**config.mk**
```make
export PLATFORM = sky130hd
export DESIGN_NAME = keypad_encoder
export DESIGN_NICKNAME = d
export VERILOG_FILES = /design/src/rtl/keypad_encoder_pkg.sv /design/src/rtl/keypad_encoder_sync2.sv /design/src/rtl/keypad_encoder.sv
export SDC_FILE = /design/constraint.sdc
export NUM_CORES = 1
export LEC_CHECK = 0
export ABC_AREA = 0
export CORE_MARGIN = 2
export CORE_UTILIZATION = 49
export DETAILED_ROUTE_END_ITERATION = 12
export GPL_TIMING_DRIVEN = 0
export PLACE_DENSITY_LB_ADDON = 0.2
export SLEW_MARGIN = 20
export SYNTH_ARGS = -nofsm -noshare
export SYNTH_HDL_FRONTEND = slang
export SYNTH_SLANG_ARGS = --single-unit
```
**constraint.sdc**
```tcl
create_clock -name clk -period 2.2 [get_ports clk]
set_input_delay 0.44 -clock clk [delete_from_list [all_inputs] [get_ports clk]]
set_output_delay 0.44 -clock clk [all_outputs]
set_load 0.03 [all_outputs]
```
**src/rtl/keypad_encoder_pkg.sv**
```systemverilog
// rtl/keypad_encoder_pkg.sv - shared widths, FSM states and keypad helper functions
package keypad_encoder_pkg;

  localparam int KEYPAD_W            = 10;
  localparam int DIGIT_W             = 4;
  localparam int DEBOUNCE_CYCLES_DEF = 3;

  typedef enum logic [1:0] {
    ST_IDLE        = 2'd0,
    ST_DEB_PRESS   = 2'd1,
    ST_HELD        = 2'd2,
    ST_DEB_RELEASE = 2'd3
  } kp_state_e;

  // Exactly one key down
  function automatic logic is_onehot(input logic [KEYPAD_W-1:0] v);
    return (v != '0) && ((v & (v - KEYPAD_W'(1))) == '0);
  endfunction

  // Two or more keys down at once
  function automatic logic is_multi(input logic [KEYPAD_W-1:0] v);
    return (v & (v - KEYPAD_W'(1))) != '0;
  endfunction

  // One-hot bit position to BCD; only meaningful for one-hot input
  function automatic logic [DIGIT_W-1:0] onehot_to_bcd(input logic [KEYPAD_W-1:0] v);
    logic [DIGIT_W-1:0] r;
    r = '0;
    for (int i = 0; i < KEYPAD_W; i++) begin
      if (v[i]) r = DIGIT_W'(i);
    end
    return r;
  endfunction

endpackage

```
**src/rtl/keypad_encoder_sync2.sv**
```systemverilog
// rtl/keypad_encoder_sync2.sv - two-flop synchronizer, async active-low reset to 0
module sync2 #(
  parameter int WIDTH = 1
) (
  input  logic             clk,
  input  logic             rst_n,
  input  logic [WIDTH-1:0] din,
  output logic [WIDTH-1:0] dout
);

  logic [WIDTH-1:0] s1_q, s1_d;
  logic [WIDTH-1:0] s2_q, s2_d;

  // Shift the raw value one stage per clock
  always_comb begin
    s1_d = din;
    s2_d = s1_q;
  end

  // Synchronizer stages
  always_ff @(posedge clk or negedge rst_n) begin
    if (!rst_n) begin
      s1_q <= '0;
      s2_q <= '0;
    end else begin
      s1_q <= s1_d;
      s2_q <= s2_d;
    end
  end

  assign dout = s2_q;

endmodule

```
**src/rtl/keypad_encoder.sv**
```systemverilog
// rtl/keypad_encoder.sv - debounced one-hot keypad to BCD digit with single-cycle strobe
module keypad_encoder
  import keypad_encoder_pkg::*;
#(
  parameter int DEBOUNCE_CYCLES = DEBOUNCE_CYCLES_DEF
) (
  input  logic                clk,
  input  logic                clearn,
  input  logic [KEYPAD_W-1:0] keypad,
  input  logic                enable,
  output logic [DIGIT_W-1:0]  digit,
  output logic                digit_valid,
  output logic                key_held,
  output logic                multi_key
);

  localparam logic [3:0] DEB_LIM = 4'(DEBOUNCE_CYCLES);

  logic [KEYPAD_W-1:0] ks;

  kp_state_e           state_q, state_d;
  logic [KEYPAD_W-1:0] cand_q, cand_d;
  logic [3:0]          cnt_q, cnt_d;
  logic [DIGIT_W-1:0]  digit_q, digit_d;
  logic                digit_valid_q, digit_valid_d;
  logic                key_held_q, key_held_d;
  logic                multi_key_q, multi_key_d;

  sync2 #(.WIDTH(KEYPAD_W)) u_sync (
    .clk   (clk),
    .rst_n (clearn),
    .din   (keypad),
    .dout  (ks)
  );

  // Debounce FSM: press must hold the same single key, release must hold all-zero
  always_comb begin
    state_d       = state_q;
    cand_d        = cand_q;
    cnt_d         = cnt_q;
    digit_d       = digit_q;
    digit_valid_d = 1'b0;
    multi_key_d   = is_multi(ks);
    case (state_q)
      ST_IDLE: begin
        if (is_onehot(ks)) begin
          cand_d  = ks;
          cnt_d   = 4'd1;
          state_d = ST_DEB_PRESS;
        end
      end
      ST_DEB_PRESS: begin
        if (ks == cand_q) begin
          if (cnt_q < DEB_LIM) begin
            cnt_d = cnt_q + 4'd1;
          end else begin
            state_d = ST_HELD;
            // enable only gates the strobe; the key is still consumed
            if (enable) begin
              digit_d       = onehot_to_bcd(cand_q);
              digit_valid_d = 1'b1;
            end
          end
        end else begin
          state_d = ST_IDLE;
        end
      end
      ST_HELD: begin
        if (ks == '0) begin
          cnt_d   = 4'd1;
          state_d = ST_DEB_RELEASE;
        end
      end
      ST_DEB_RELEASE: begin
        if (ks == '0) begin
          if (cnt_q < DEB_LIM) cnt_d = cnt_q + 4'd1;
          else                 state_d = ST_IDLE;
        end else begin
          state_d = ST_HELD;
        end
      end
      default: state_d = ST_IDLE;
    endcase
    key_held_d = (state_d == ST_HELD) || (state_d == ST_DEB_RELEASE);
  end

  // State, counter and registered outputs
  always_ff @(posedge clk or negedge clearn) begin
    if (!clearn) begin
      state_q       <= ST_IDLE;
      cand_q        <= '0;
      cnt_q         <= '0;
      digit_q       <= '0;
      digit_valid_q <= 1'b0;
      key_held_q    <= 1'b0;
      multi_key_q   <= 1'b0;
    end else begin
      state_q       <= state_d;
      cand_q        <= cand_d;
      cnt_q         <= cnt_d;
      digit_q       <= digit_d;
      digit_valid_q <= digit_valid_d;
      key_held_q    <= key_held_d;
      multi_key_q   <= multi_key_d;
    end
  end

  assign digit       = digit_q;
  assign digit_valid = digit_valid_q;
  assign key_held    = key_held_q;
  assign multi_key   = multi_key_q;

endmodule
```
==> metrics.md, run 1 <==
| Metric | Value |
|---|---|
| Post-synth top flop | `dfrtp_1` |
| Final TNS setup | `-864.5 ps` |
| Minimum clock period | `2295 ps` |
| Power density cells | `763.9 nW/um^2` |
| CORE AREA | `3337 um^2` |
| Buffers & Inverters on Critical Path | `0` |
| Worst path cell trace | `or4_4, or3_4, nor4_4, o21bai_4, nor2_4, mux2_1` |
| DRC Markers | `0` |
| Reg clk slew, reported paths | `110 ps` |
| Starting density of the core | `0.5126` |
| Max-slew violation count | `0` |
| Violated checks | `negative setup slack` |
| Sequential fraction of the synthesis area | `0.6145` |
| Yosys top cell area share | `0.6145` |
| Clock Skew | `2.472 ps` |
| CTS Buf Count | `5` |
| Critical path's largest stage delay | `570 ps` |
| Fin nets | `180` |
| Max-Cap Viols | `0` |
| Routed vias/inst | `5.366` |
| H-tree depth | `2` |
| CP max FO | `5` |
| Outcome | `finished, violations left` |
| Row Count | `21` |
| CP Class | `flop to flop` |
| Via count of the routed design | `1,143` |
| Crit path capture type | `flop` |
| Dominant cell type by area after synthesis | `dfrtp_1` |
| Fraction of layout cells with a size suffix above 1 | `0.2455` |
| Vias in the first global route | `1,154` |
| Overall Power | `1.711 mW` |
| Max-slew headroom | `0.7461` |
| DP HPWL | `2.132 mm` |
| Root buffer cell | `clkbuf_4` |
| First-pass GRT wire length | `5.444 mm` |
| Fmax | `0.4357 GHz` |
| Total track usage | `0.1803` |
| Setup-failing EPs final | `12` |
| Slack of the critical path | `-95.09 ps` |
| Distinct cell type count of the synthesized netlist | `30` |
| Crit path launch type | `flop` |
| Hold crit path type | `flop to flop` |
| Syn Nets | `146` |
| WP data required | `2440 ps` |
| EDFF count, synth | `0` |
| RSZ-0062 raised after global routing | `yes` |
| Most numerous cell in the Yosys netlist | `dfrtp_1` |
| Routability cong. | `0.7733` |
| Slew @ Worst Pin | `380.9 ps` |
| YS warnings | `0` |
| Async SR Flop Fraction | `1.000` |
| Crit. Startpoint | `u_sync.dout[3]$_DFF_PN0_` |
| Max rail drop VDD | `0.4345 mV` |
| Fill cells | `263` |
| Synth cell count leaders | `dfrtp_1 (42), xor2_1 (11), mux2_1 (10)` |
| Reg2Reg Launch Point | `u_sync.dout[3]$_DFF_PN0_` |
| Worst Hold Launch | `u_sync.s1_q[4]$_DFF_PN0_` |
| Count of antenna-violating nets left after detailed routing | `0` |
| # port buffers | `19` |
| Worst path slowest cell | `or4_4` |
| Largest net degree at the start of global routing | `28` |
| Mapped Avg Cell Area | `12.96 um^2` |
| Hold Vio Cnt, Final | `0` |
| Initial drt markers | `23` |
| Drt pass-1 iters | `5` |
| Clk_lat worst skew | `350 ps` |
| GR Overflow Total | `0` |
| CTS tree | `yes` |
| Cell Area, Synth | `1710 um^2` |
| Synth Instances | `132` |
| Critical path arrival | `2540 ps` |
| P&R area growth vs syn | `30.94%` |
| Clock Sinks | `42` |
| Die height | `63.08 um` |
| Synthesized flop and latch total | `42` |
| Final period util | `1.043` |
| CTS Buffer Depth | `2` |
| Wirelength per Cell | `14.55 um` |
| Top cells by area, synth | `dfrtp_1 (61%), mux2_1 (6.6%), xor2_1 (5.6%), mux2_2 (3.3%), or3_1 (2.2%)` |
| Initial antenna violation count | `0` |
| Antenna cells | `0` |
| Total routed wirelength | `3.099 mm` |
| CP top delay family | `simple AND/OR/NAND/NOR gates` |
| Die width | `63.08 um` |
| IO Count | `20` |
| DIE AREA | `3979 um^2` |
| Leak | `0.9855 nW` |
-- logic make-up (layout without fill, tap and decap cells) --
family | count (synthesis) | count (layout) | share of synthesized area
fa+ha+maj | 3 | 3 | 0.01902
mux | 15 | 15 | 0.09876
simple gates | 32 | 33 | 0.1141
xor+xnor | 11 | 11 | 0.05633
flops | 42 | 42 | 0.6145
buf+inv | 7 | 41 | 0.01536
compound gates | 22 | 22 | 0.08194
-- per-layer routing --
layer / vias to the layer above / global-route usage / share of wire
li1: 535 / - / -
met1: 559 / 0.2373 / 0.45
met2: 42 / 0.2846 / 0.49
met3: 7 / 0.05536 / 0.050
met4: 0 / 0.06111 / 0.016
met5: - / 0 / 0
-- cells in the final DEF, fill, tap and decap left out, drive strengths merged, types with 5 or more instances in the layout --
master	n
clkbuf	7
mux2	15
nor4	5
or3	6
dfrtp	42
o21ai	6
buf	9
xor2	11
nor2	10
a21oi	6
clkdlybuf4s50	18
-- worst paths after layout --
path                                             to  slack (ps)  depth (start not counted)
setup reg to reg              cand_q[0]$_DFFE_PN0P_        -100                          6
hold reg to reg            u_sync.dout[4]$_DFF_PN0_         360                          0
max in group asynchronous     cand_q[7]$_DFFE_PN0P_        1220                          3
min in group asynchronous      state_q[0]$_DFF_PN0_         530                          2
setup / recovery              cand_q[0]$_DFFE_PN0P_        -100                          6
hold / removal             u_sync.dout[4]$_DFF_PN0_         360                          0
-- worst reg2reg max path, delay by kind of cell, from the launching register on --
kind / cells / cell delay [ps]
multiplexers: 1 / 340
AND/OR/NAND/NOR: 4 / 1320
AO/OA/AOI/OAI: 1 / 140
flip-flops: 1 / 390
-- report_power, final --
group	leakage [nW]	internal [mW]	switching (mW)
Clock	0.0585	0.385	0.242
Sequential	0.526	0.824	0.0524
Combinational	0.401	0.112	0.0959
Total	0.985	1.32	0.390
-- repair_timing --
| item | CTS | global route |
|---|---|---|
| buffers inserted | 7 | 0 |
| gates resized for setup | 7 | 6 |
| setup endpoints to repair | 16 | 20 |
| pin swaps | 3 | 2 |
| hold buffers | 1 | 0 |
| gates cloned | 1 | 0 |
| hold endpoints to repair | 15 | 0 |
-- flip-flops by register name, summed over array words and instances, names as in the netlist --
name and cells:
cand_q 10, cnt_q 4, digit 4, digit_valid 1, key_held 1, multi_key 1
state_q 1, u_sync.dout 10, u_sync.s1_q 10
-- cell type report --
class / count / area, um^2 / area share
buffer: 1 / 3.754 / 0.001676
clock buffer: 6 / 51.30 / 0.02291
inverter: 4 / 15.01 / 0.006704
timing repair buffer: 28 / 267.8 / 0.1196
tap: 46 / 57.56 / 0.02570
clock inverter: 2 / 60.06 / 0.02682
multi-input combinational: 84 / 732.0 / 0.3268
sequential: 42 / 1052 / 0.4698
-- per-stage QoR --
| stage | instances | setup WS, ps | hold WS (ps) | util | area [um^2] |
|---|---|---|---|---|---|
| 4_1_cts | 214 | -117.5 | 363.4 | 0.6674 | 2227 |
| 2_1_floorplan | 132 | -63.54 | 144.4 | - | 1748 |
| 3_3_place_gp | 197 | -247.3 | 331.5 | 0.5981 | 1996 |
| 3_5_place_dp | 198 | -189.7 | 335.5 | 0.6026 | 2011 |
| 5_1_grt | 213 | -192.3 | 368.8 | 0.6712 | 2240 |
| 6_report | 213 | -95.09 | 361.4 | 0.6712 | 2240 |
Power figures use the tool's default switching activity.
==> run 2: changes to the inputs <==
--- a/config.mk
+++ b/config.mk
@@ -11,6 +11,7 @@
 export DETAILED_ROUTE_END_ITERATION = 12
 export GPL_TIMING_DRIVEN = 0
 export PLACE_DENSITY_LB_ADDON = 0.2
+export REMOVE_ABC_BUFFERS = 1
 export SLEW_MARGIN = 20
 export SYNTH_ARGS = -nofsm -noshare
 export SYNTH_HDL_FRONTEND = slang
==> metrics.md, run 2 (same netlist as run 1, synthesis figures left out) <==
| Metric | Value |
|---|---|
| Max rail drop VDD | `0.4301 mV` |
| RSZ-0062 raised after global routing | `yes` |
| CTS Buf Count | `5` |
| # port buffers | `19` |
| Routed wl met2 | `1.615 mm` |
| Drt pass-1 iters | `4` |
| CP max FO | `5` |
| Reg clk slew, reported paths | `120 ps` |
| Met3 WL post-DR | `207 um` |
| Register-to-register setup slack | `-170 ps` |
| Vias in the first global route | `1,135` |
| Most frequent cells in the layout | `dfrtp_1 (41), clkdlybuf4s50_1 (18), xor2_1 (11), nor2_1 (8), buf_4 (7)` |
| Clk_lat worst skew | `350 ps` |
| P&R area growth vs syn | `30.21%` |
| First-pass GRT wire length | `5.430 mm` |
| Clock Skew | `3.694 ps` |
| Fill cells | `263` |
| Hold Vio Cnt, Final | `0` |
| WP data required | `2450 ps` |
| Max-slew headroom | `0.6898` |
| CTS tree | `yes` |
| Largest net degree at the start of global routing | `25` |
| Die height | `63.08 um` |
| Count of antenna-violating nets left after detailed routing | `0` |
| Initial antenna violation count | `0` |
| Reg area | `1052 um^2` |
| Crit path capture type | `flop` |
| Max-Cap Viols | `0` |
| Die width | `63.08 um` |
| Cell Area, Placed | `1969 um^2` |
| Initial drt markers | `87` |
| Top Metal Used | `met4` |
| Fin area | `2227 um^2` |
| H-tree depth | `2` |
| Multi-input gate area | `719.4 um^2` |
| Final TNS setup | `-1791 ps` |
| Total routed wirelength | `3.261 mm` |
| CTS Buffer Depth | `2` |
| Fraction of layout cells with a size suffix above 1 | `0.2530` |
| Row Count | `21` |
| CORE AREA | `3337 um^2` |
| Setup-failing EPs final | `16` |
| Leak | `0.9885 nW` |
| CTS Hold Bufs | `0` |
| Fin nets | `179` |
| Slack of the critical path | `-174.6 ps` |
| DIE AREA | `3979 um^2` |
| Routed vias/inst | `5.458` |
| Fmax | `0.4211 GHz` |
| Hold crit path type | `primary input to asynchronous set/reset pin` |
| DP HPWL | `2.084 mm` |
| Power density cells | `763.0 nW/um^2` |
| Crit path launch type | `flop` |
| Minimum clock period | `2375 ps` |
| Wirelength per Cell | `15.38 um` |
| Final period util | `1.079` |
| FF-to-FF path depth | `6` |
| Most common cell after layout, fill and taps aside | `dfrtp_1` |
| Slew @ Worst Pin | `465.2 ps` |
| Total track usage | `0.1829` |
| Clock Sinks | `42` |
| Violated checks | `negative setup slack` |
| Via count of the routed design | `1,157` |
| FF-to-FF End | `cand_q[5]$_DFFE_PN0P_` |
| DRC Markers | `0` |
| Routability cong. | `0.8670` |
| Root buffer cell | `clkbuf_4` |
| Critical path arrival | `2620 ps` |
| Antenna cells | `0` |
| Reg2Reg Launch Point | `u_sync.dout[3]$_DFF_PN0_` |
| Max-slew violation count | `0` |
| CP Class | `flop to flop` |
| Starting density of the core | `0.5126` |
| Length of routed wiring on met1 | `1.359 mm` |
| GR Overflow Total | `0` |
| IO Count | `20` |
| Outcome | `finished, violations left` |
run 2: worst max path at each step:
stage                             startpoint                    end  cells past startpoint
floorplan           u_sync.dout[3]$_DFF_PN0_  cand_q[0]$_DFFE_PN0P_                      6
detailed placement  u_sync.dout[0]$_DFF_PN0_  cand_q[8]$_DFFE_PN0P_                      6
global route        u_sync.dout[3]$_DFF_PN0_  cand_q[9]$_DFFE_PN0P_                      6
finish              u_sync.dout[3]$_DFF_PN0_  cand_q[5]$_DFFE_PN0P_                      6
global placement    u_sync.dout[0]$_DFF_PN0_  cand_q[8]$_DFFE_PN0P_                      6
CTS                 u_sync.dout[3]$_DFF_PN0_  cand_q[5]$_DFFE_PN0P_                      6
run 2: power by group:
part / switching [mW] / total [mW] / internal, mW
combinational: 0.0965 / 0.210 / 0.113
sequential: 0.0561 / 0.880 / 0.824
clock: 0.254 / 0.609 / 0.355
total: 0.406 / 1.70 / 1.29
run 2: layer usage:
metal,up-vias,track usage
li1,533,-
met1,574,0.2226
met2,40,0.2899
met3,10,0.06429
met4,0,0.08889
met5,-,0
run 2: critical path: stages (launching register included):
cell and delay (ps):
dfrtp_1 400, or4_4 580, or3_4 370, nor4_4 200
o21bai_4 160, nor2_4 210, mux2_1 340
run 2: per-stage QoR:
| step | util | setup WS (ps) | cells | hold WS [ps] | total power [mW] |
|---|---|---|---|---|---|
| finish | 0.6674 | -174.6 | 212 | 16.52 | 1.699 |
| global route | 0.6674 | -213.5 | 212 | 17.86 | 1.784 |
| CTS | 0.6569 | -145.0 | 209 | 18.99 | 1.708 |
| detailed placement | 0.5902 | -360.9 | 195 | 335.5 | 1.072 |
| global placement | 0.5834 | -314.0 | 194 | 331.0 | 1.056 |
| floorplan | - | -156.3 | 129 | 144.4 | 0.9908 |
run 2: final cells by class:
type                       instances  area share
sequential                        42      0.4725
multi-input combinational         84      0.3230
timing repair buffer              28      0.1242
clock inverter                     3     0.03090
tap                               46     0.02584
clock buffer                       5     0.01685
inverter                           4    0.006742
run 2: repair_timing:
action | in CTS | in global routing
endpoints found under the setup margin | 15 | 17
buffers inserted | 5 | 3
gates resized for setup | 13 | 5
pin swaps | 5 | 4
cloned | 1 | 0
==> run 3: changes to the inputs <==
==> constraint.sdc (replaced) <==
create_clock -name clk -period 2.15 [get_ports clk]
set_input_delay 0.43 -clock clk [delete_from_list [all_inputs] [get_ports clk]]
set_output_delay 0.43 -clock clk [all_outputs]
set_load 0.03 [all_outputs]
==> metrics.md, run 3 (same netlist as run 1, synthesis figures left out) <==
| Metric | Value |
|---|---|
| CTS tree | `yes` |
| Clk_lat worst skew | `360 ps` |
| Most frequent cells in the layout | `dfrtp_1 (41), clkdlybuf4s50_1 (18), xor2_1 (11), nor2_1 (8), buf_4 (7)` |
| Die height | `63.08 um` |
| Reg clk slew, reported paths | `130 ps` |
| IO Count | `20` |
| Clock share of power | `0.358` |
| Most common cell after layout, fill and taps aside | `dfrtp_1` |
| CTS Buffer Depth | `2` |
| Via count of the routed design | `1,159` |
| Die width | `63.08 um` |
| Slew @ Worst Pin | `490.9 ps` |
| Vias in the first global route | `1,137` |
| Clock Sinks | `42` |
| GR Overflow Total | `0` |
| Starting density of the core | `0.5126` |
| Row Count | `21` |
| Critical path arrival | `2620 ps` |
| Setup-failing EPs final | `16` |
| Sw Ratio | `0.2401` |
| Net Switching | `418.0 uW` |
| Final TNS setup | `-2576 ps` |
| CTS Buf Count | `5` |
| Initial drt markers | `78` |
| Initial antenna violation count | `0` |
| Fmax | `0.4209 GHz` |
| Outcome | `finished, violations left` |
| P&R area growth vs syn | `30.43%` |
| Max rail drop VDD | `0.4400 mV` |
| Logic pwr share | `0.124` |
| Hold Vio Cnt, Final | `0` |
| Drt pass-1 iters | `4` |
| Wirelength per Cell | `15.68 um` |
| Fin cells | `212` |
| Power density cells | `780.4 nW/um^2` |
| Max-slew violation count | `0` |
| Minimum clock period | `2376 ps` |
| Antenna cells | `0` |
| Largest net degree at the start of global routing | `25` |
| DIE AREA | `3979 um^2` |
| Crit path capture type | `flop` |
| Root buffer cell | `clkbuf_4` |
| Violated checks | `negative setup slack` |
| RSZ-0062 raised after global routing | `yes` |
| Routed vias/inst | `5.467` |
| DP HPWL | `2.084 mm` |
| Count of antenna-violating nets left after detailed routing | `0` |
| DRC Markers | `0` |
| Fin area | `2231 um^2` |
| Total track usage | `0.1825` |
| CP max FO | `5` |
| WP data required | `2400 ps` |
| Leak | `0.9870 nW` |
| CORE AREA | `3337 um^2` |
| Max-Cap Viols | `0` |
| Dpl cells | `195` |
| Overall Power | `1.741 mW` |
| CP Class | `flop to flop` |
| Slack of the critical path | `-225.6 ps` |
| Cell Area, Placed | `1969 um^2` |
| Fraction of layout cells with a size suffix above 1 | `0.2530` |
| Clock Skew | `5.557 ps` |
| Hold crit path type | `primary input to asynchronous set/reset pin` |
| H-tree depth | `2` |
| Total routed wirelength | `3.324 mm` |
| Crit path launch type | `flop` |
| # port buffers | `19` |
| Sequential Power Share | `0.518` |
| Routability cong. | `0.8670` |
| Fin nets | `179` |
| First-pass GRT wire length | `5.416 mm` |
| Fill cells | `264` |
| Max-slew headroom | `0.6642` |
| Cell Int Power | `1.323 mW` |
| CTS Hold Bufs | `0` |
| Final period util | `1.105` |
==> run 3: worst paths after layout <==
check	startpoint	to	slack (ps)	cells past startpoint
worst max-delay path	u_sync.dout[3]$_DFF_PN0_	cand_q[0]$_DFFE_PN0P_	-230	6
worst max register to register	u_sync.dout[3]$_DFF_PN0_	cand_q[0]$_DFFE_PN0P_	-230	6
worst min-delay path	clearn	cnt_q[1]$_DFFE_PN0P_	4	1
max in group asynchronous	clearn	u_sync.s1_q[1]$_DFF_PN0_	1680	2
worst min register to register	u_sync.s1_q[9]$_DFF_PN0_	u_sync.dout[9]$_DFF_PN0_	360	0
min in group clk	u_sync.s1_q[9]$_DFF_PN0_	u_sync.dout[9]$_DFF_PN0_	360	0
==> run 3: worst max-delay path: stages (launching register included) <==
cell,delay [ps]
dfrtp_1,400
or4_4,580
or3_4,370
nor4_4,200
o21bai_4,150
nor2_4,210
mux2_1,340
==> run 3: timing repair <==
action                                  in CTS  in global routing
pin swaps                                    5                  5
endpoints found under the setup margin      16                 16
setup buffers                                5                  3
resized for setup                           14                  5
hold endpoints to repair                     0                  0
gates cloned                                 1                  0
==> run 3: final cells by class <==
class | instances | area, um^2 | area share
sequential | 42 | 1052 | 0.4717
clock inverter | 3 | 68.82 | 0.03085
timing repair buffer | 28 | 276.5 | 0.1239
tap | 46 | 57.56 | 0.02580
clock buffer | 5 | 37.54 | 0.01683
inverter | 4 | 15.01 | 0.006730
multi-input combinational | 84 | 723.2 | 0.3242
==> run 3: through the flow <==
| stage | setup slack [ps] | utilization | hold WS (ps) |
|---|---|---|---|
| after floorplan | -206.3 | - | 134.4 |
| after global placement | -364.0 | 0.5834 | 331.0 |
| after detailed placement | -410.9 | 0.5902 | 335.5 |
| after CTS | -194.7 | 0.6573 | 8.949 |
| after global routing | -263.5 | 0.6685 | 7.857 |
| final | -225.6 | 0.6685 | 3.906 |
==> run 3: power by group through the flow <==
| stage | logic, mW | registers, mW | clock network, mW |
|---|---|---|---|
| after floorplan | 0.115 | 0.899 | 0 |
| after global placement | 0.171 | 0.909 | 0 |
| after detailed placement | 0.183 | 0.914 | 0 |
| after CTS | 0.210 | 0.898 | 0.640 |
| after global routing | 0.237 | 0.910 | 0.678 |
| final | 0.215 | 0.901 | 0.624 |
==> run 3: layer usage <==
layer  part of all wire  wire, um  vias up  GRT usage
li1                   -         -      534          -
met1               0.42      1398      562     0.2214
met2               0.49      1625       53     0.2899
met3              0.067       224       10    0.06429
met4              0.023        76        0    0.08889
met5                  0         0        -          0
